==> src/rtl/flit_tx_port.sv <==
`default_nettype none
// ============================================================================
//  Module   : flit_tx_port
//  Purpose  : Credit-based flit transmitter feeding one router input port.
//             Flits from a local source are buffered in a small FIFO and
//             sent downstream one per cycle only while a downstream buffer
//             credit is held. Each credit_in pulse returns one credit.
//  Ports    :
//    clk          - system clock, rising edge
//    rst          - synchronous reset, active high
//    src_valid    - source flit valid
//    src_flit     - source flit data [FW]
//    src_ready    - FIFO can accept a flit this cycle
//    tx_en        - transmit enable (0 holds flits in the FIFO)
//    flit_out_wr  - one-cycle write strobe to downstream input queue
//    flit_out     - flit data, valid while flit_out_wr=1 [FW]
//    credit_in    - one-cycle credit return pulse from downstream
//    credit_cnt   - available downstream credits [clog2(B+1)]
//    fifo_cnt     - flits currently buffered [clog2(QD+1)]
//    credit_err   - sticky credit-overflow error
//    idle         - FIFO empty and all credits home
//  Revision : 1.0 - initial release
// ============================================================================
module flit_tx_port #(
    parameter int FW = 64,
    parameter int B  = 4,
    parameter int QD = 4
) (
    input  logic                     clk,
    input  logic                     rst,
    input  logic                     src_valid,
    input  logic [FW-1:0]            src_flit,
    output logic                     src_ready,
    input  logic                     tx_en,
    output logic                     flit_out_wr,
    output logic [FW-1:0]            flit_out,
    input  logic                     credit_in,
    output logic [$clog2(B+1)-1:0]   credit_cnt,
    output logic [$clog2(QD+1)-1:0]  fifo_cnt,
    output logic                     credit_err,
    output logic                     idle
);

    localparam int CW  = $clog2(B + 1);
    localparam int QCW = $clog2(QD + 1);
    localparam int PW  = $clog2(QD);

    localparam logic [CW-1:0]  CRED_FULL = CW'(B);
    localparam logic [QCW-1:0] FIFO_FULL = QCW'(QD);

    // ------------------------------------------------------------------
    // State
    // ------------------------------------------------------------------
    logic [FW-1:0]  mem_q [QD];
    logic [FW-1:0]  mem_d [QD];
    logic [PW-1:0]  wr_ptr_q,      wr_ptr_d;
    logic [PW-1:0]  rd_ptr_q,      rd_ptr_d;
    logic [QCW-1:0] fifo_cnt_q,    fifo_cnt_d;
    logic [CW-1:0]  credit_cnt_q,  credit_cnt_d;
    logic [FW-1:0]  flit_out_q,    flit_out_d;
    logic           flit_out_wr_q, flit_out_wr_d;
    logic           credit_err_q,  credit_err_d;

    logic           w_push;
    logic           w_send;

    // ------------------------------------------------------------------
    // Handshake decode: purely from registered state, so a pop in the
    // same cycle does not open a slot for the source.
    // ------------------------------------------------------------------
    assign src_ready = (fifo_cnt_q < FIFO_FULL);
    assign w_push    = src_valid && src_ready;
    assign w_send    = tx_en && (fifo_cnt_q != '0) && (credit_cnt_q != '0);

    // ------------------------------------------------------------------
    // Next-state logic
    // ------------------------------------------------------------------
    always_comb begin
        mem_d         = mem_q;
        wr_ptr_d      = wr_ptr_q;
        rd_ptr_d      = rd_ptr_q;
        fifo_cnt_d    = fifo_cnt_q;
        credit_cnt_d  = credit_cnt_q;
        flit_out_d    = flit_out_q;
        flit_out_wr_d = 1'b0;
        credit_err_d  = credit_err_q;

        if (w_push) begin
            mem_d[wr_ptr_q] = src_flit;
            // QD is a power of two, so natural pointer overflow wraps.
            wr_ptr_d        = wr_ptr_q + PW'(1);
        end

        if (w_send) begin
            flit_out_d    = mem_q[rd_ptr_q];
            flit_out_wr_d = 1'b1;
            rd_ptr_d      = rd_ptr_q + PW'(1);
        end

        case ({w_push, w_send})
            2'b10:   fifo_cnt_d = fifo_cnt_q + QCW'(1);
            2'b01:   fifo_cnt_d = fifo_cnt_q - QCW'(1);
            default: fifo_cnt_d = fifo_cnt_q;
        endcase

        case ({w_send, credit_in})
            2'b10: credit_cnt_d = credit_cnt_q - CW'(1);
            2'b01: begin
                // A returned credit with every credit already home means
                // downstream and this port disagree; saturate and flag.
                if (credit_cnt_q == CRED_FULL) begin
                    credit_err_d = 1'b1;
                end else begin
                    credit_cnt_d = credit_cnt_q + CW'(1);
                end
            end
            default: credit_cnt_d = credit_cnt_q;
        endcase
    end

    // ------------------------------------------------------------------
    // Registers
    // ------------------------------------------------------------------
    always_ff @(posedge clk) begin
        if (rst) begin
            wr_ptr_q      <= '0;
            rd_ptr_q      <= '0;
            fifo_cnt_q    <= '0;
            credit_cnt_q  <= CRED_FULL;
            flit_out_q    <= '0;
            flit_out_wr_q <= 1'b0;
            credit_err_q  <= 1'b0;
        end else begin
            wr_ptr_q      <= wr_ptr_d;
            rd_ptr_q      <= rd_ptr_d;
            fifo_cnt_q    <= fifo_cnt_d;
            credit_cnt_q  <= credit_cnt_d;
            flit_out_q    <= flit_out_d;
            flit_out_wr_q <= flit_out_wr_d;
            credit_err_q  <= credit_err_d;
        end
    end

    // Storage needs no reset: occupancy is tracked by the pointers/count.
    always_ff @(posedge clk) begin
        mem_q <= mem_d;
    end

    // ------------------------------------------------------------------
    // Outputs
    // ------------------------------------------------------------------
    assign flit_out_wr = flit_out_wr_q;
    assign flit_out    = flit_out_q;
    assign credit_cnt  = credit_cnt_q;
    assign fifo_cnt    = fifo_cnt_q;
    assign credit_err  = credit_err_q;
    assign idle        = (fifo_cnt_q == '0) && (credit_cnt_q == CRED_FULL);

endmodule
`default_nettype wire

==> config.mk <==
export PLATFORM = sky130hd
export DESIGN_NAME = flit_tx_port
export DESIGN_NICKNAME = d
export VERILOG_FILES = /design/src/rtl/flit_tx_port.sv
export SDC_FILE = /design/constraint.sdc
export NUM_CORES = 1
export LEC_CHECK = 0
export CAP_MARGIN = 10
export CORE_MARGIN = 1.5
export CORE_UTILIZATION = 50
export DETAILED_ROUTE_END_ITERATION = 16
export PLACE_DENSITY = 0.72
export SLEW_MARGIN = 20
export SYNTH_ARGS = -nofsm -noshare
export SYNTH_HDL_FRONTEND = slang
export SYNTH_SLANG_ARGS = --single-unit
==> constraint.sdc <==
create_clock -name clk -period 2.75 [get_ports clk]
set_input_delay 0.55 -clock clk [delete_from_list [all_inputs] [get_ports clk]]
set_output_delay 0.55 -clock clk [all_outputs]
set_load 0.02 [all_outputs]
==> flow_metrics.py <==
metrics = {
    "status": {
        "status": "finished clean",
    },
    "synthesis": {
        "synth.area.top_cells": "edfxtp_1 (63%), dfxtp_1 (12%), mux4_2 (12%)",
        "synthesis.nets": 771,
        "ys_types": 36,
        "syn_area_per_cell_um2": 17.6,
        "synthFlopType": "edfxtp_1",
        "async_flop_share": 0,
        "synth_seq_cells": 332,
        "syn_inst": 695,
        "yosys.area.top_type_share": 0.630,
        "synth-edff-count": 256,
        "yosysWarnings": 0,
        "ys_seq_area_frac": 0.754,
        "synth_area_um2": 12200,
        "yosys.area.top_type": "edfxtp_1",
    },
    "route": {
        "drc": 0,
        "vias_per_cell": 5.39,
        "ant_nets": 0,
        "drt_pass1_iterations": 4,
        "wl_mm": 23.5,
        "post_drt_wl_per_cell_um": 19.7,
        "vias": 6453,
        "drtIter0Drc": 475,
    },
    "power_and_ir_drop": {
        "peakVddDrop_v": 0.000500,
        "p_leak_nw": 4.86,
        "powerDensity_nw_per_um2": 972,
    },
    "final_layout": {
        "n_antenna_cell": 0,
        "fillCellCount": 1711,
        "final_cell_area_um2": 15000,
        "area_growth_pct": 23.2,
        "drive_gt1_frac": 0.156,
        "fin_nets": 929,
        "layout.cells.non_filler": 1198,
    },
    "sta": {
        "hold_viol": 0,
        "max_freq_mhz": 438,
        "skew_ps": 11.2,
        "slew_viol_final": 0,
        "finalCriticalPeriod_ps": 2290,
        "worst_pin_slew_ps": 945,
        "relSlewSlack": 0.370,
        "final-setup-viol-count": 0,
        "rsz0062_at_grt": "false",
        "finalSetupTns_ps": 0,
        "whs_ps": 453,
        "setup_ws_ps": 465,
        "fin_crit_sh": 0.831,
    },
    "job": {
        "cap_violations": 0,
    },
    "setup_path": {
        "crit_path_start_kind": "register",
        "crit_buf_inv": 1,
        "crit_chain": "clkdlybuf4s50_1",
        "critical_path_class": "register to output pin",
        "required_ps": 2200,
        "cp-end-kind": "output pin",
        "r2r_cells": 9,
        "r2r-start": "credit_cnt[0]",
        "crit_path_top_delay_cell": "clkdlybuf4s50_1",
        "startpoint": "credit_cnt[0]",
        "cp.depth": 1,
        "arrival_ps": 1740,
        "crit_path_end": "credit_cnt[0]",
        "path_delay_family": "buffers and inverters",
        "critPathMaxFanout": 7,
        "cpPeakStageDelay_ps": 720,
        "r2r_setup_slack_ps": 590,
        "critical_path.reg2reg.endpoint": "fifo_cnt[2]",
    },
    "hold_path": {
        "hp-class": "register to register",
        "holdPathStages": 2,
    },
    "clock_tree": {
        "cts_tree": "yes",
        "cts_buffers": 34,
        "path_clk_slew_ps": 60,
        "clock_sinks": 332,
        "htree_levels": 2,
        "cts_setup_buffers": 0,
        "clock_latency_ps": 500,
        "clockBufferDepth": 3,
        "clock-root-buffer": "clkbuf_16",
    },
    "floorplan": {
        "pin_count": 143,
        "dieHeight_um": 159,
        "die_x_um": 159,
        "rows": 56,
        "design.die.area_um2": 25400,
        "initial_core_util": 0.515,
        "coreArea_um2": 23700,
    },
    "grt": {
        "grt_max_degree": 77,
        "grt_pass1_wl_mm": 37.0,
        "antenna_found_initial": 0,
        "grt_overflow": 0,
        "grt_pass1_vias": 6806,
        "grtUsageTotal": 0.190,
    },
    "place": {
        "place_congestion": 0.772,
        "port_buffers": 142,
        "post_dp_cell_area_um2": 14000,
        "hpwl_mm": 13.9,
        "dp_cells": 1136,
        "post-place-ws_ps": 77.4,
    },
}
[cell type report]
type                       instances  area [um^2]  share of cell area
sequential                       332         9220               0.613
multi-input combinational        317         2690               0.179
timing repair buffer             160         1670               0.111
clock buffer                      49          981              0.0652
tap                              319          399              0.0265
clock inverter                    13         56.3             0.00374
inverter                           8         30.0             0.00200
[cell usage after synthesis, types with 2 or more instances]
master,n
edfxtp_1,256
nand2_1,130
dfxtp_1,76
a21oi_1,69
mux4_2,64
nor2_1,14
buf_2,12
clkbuf_1,11
buf_6,9
inv_1,7
ha_1,5
xnor2_1,5
and2_1,4
buf_8,4
a31oi_1,2
fa_1,2
nand2b_1,2
nor3_1,2
o21ai_0,2
o31ai_1,2
xor2_1,2
[power breakdown]
group / switching [W] / internal [W]
logic: 0.00192 / 0.00183
clock network: 0.00173 / 0.00248
registers: 0.000454 / 0.00621
total: 0.00411 / 0.0105
[layout by cell type, fill, tap and decap left out, types with 4 or more instances in the layout]
| cell | count |
|---|---|
| clkdlybuf4s50_1 | 140 |
| clkinv_1 | 7 |
| buf_12 | 9 |
| clkinv_2 | 6 |
| and2_4 | 4 |
| ha_1 | 5 |
| edfxtp_1 | 256 |
| clkbuf_16 | 37 |
| inv_1 | 7 |
| buf_4 | 10 |
| mux4_2 | 64 |
| a21oi_1 | 69 |
| clkbuf_1 | 11 |
| xnor2_1 | 5 |
| dfxtp_1 | 74 |
| nor2_1 | 13 |
| nand2_1 | 130 |
[per-stage QoR]
stage                     total power, W   util
after floorplan                  0.00922      -
after global placement            0.0105  0.591
after detailed placement          0.0106  0.591
after CTS                         0.0148  0.635
after global routing              0.0153  0.635
final                             0.0146  0.635
[state kept, by name, indices dropped and copies added (netlist names)]
register,flops
flit_out,64
rd_ptr_q,2
wr_ptr_q,2
flit_out_wr,1
credit_cnt,3
mem_q,256
credit_err,1
fifo_cnt,3
[kinds of logic (layout without fill, tap and decap cells)]
group,count (synthesis),in the layout,share of synthesized area
xor gates and xnor gates,7,7,0.00502
DFF,332,332,0.754
buffers and inverters,46,230,0.0262
AOI/OAI and AO/OA,80,80,0.0356
adders and majority gates,7,7,0.00840
muxes,64,64,0.118
and+or+nand+nor,159,159,0.0524
[metal layers]
metal | routed length [um] | track usage
met1 | 9410 | 0.236
met2 | 12400 | 0.336
met3 | 1210 | 0.0344
met4 | 488 | 0.0626
met5 | 0 | 0
[how the worst min path moves through the flow]
stage                            start            to  slack, ps
after floorplan           flit_out[22]  flit_out[22]        530
after global placement    flit_out[30]  flit_out[30]        440
after detailed placement  flit_out[22]  flit_out[22]        450
after CTS                 flit_out[22]  flit_out[22]        460
after global routing      flit_out[56]  flit_out[56]        480
final                     flit_out[22]  flit_out[22]        450
[what timing repair did]
item / CTS / global route
hold buffers: 0 / 0
setup endpoints to repair: 0 / 1
endpoints found under the hold margin: 0 / 0
resized for setup: 0 / 2
Power figures use the tool's default switching activity.
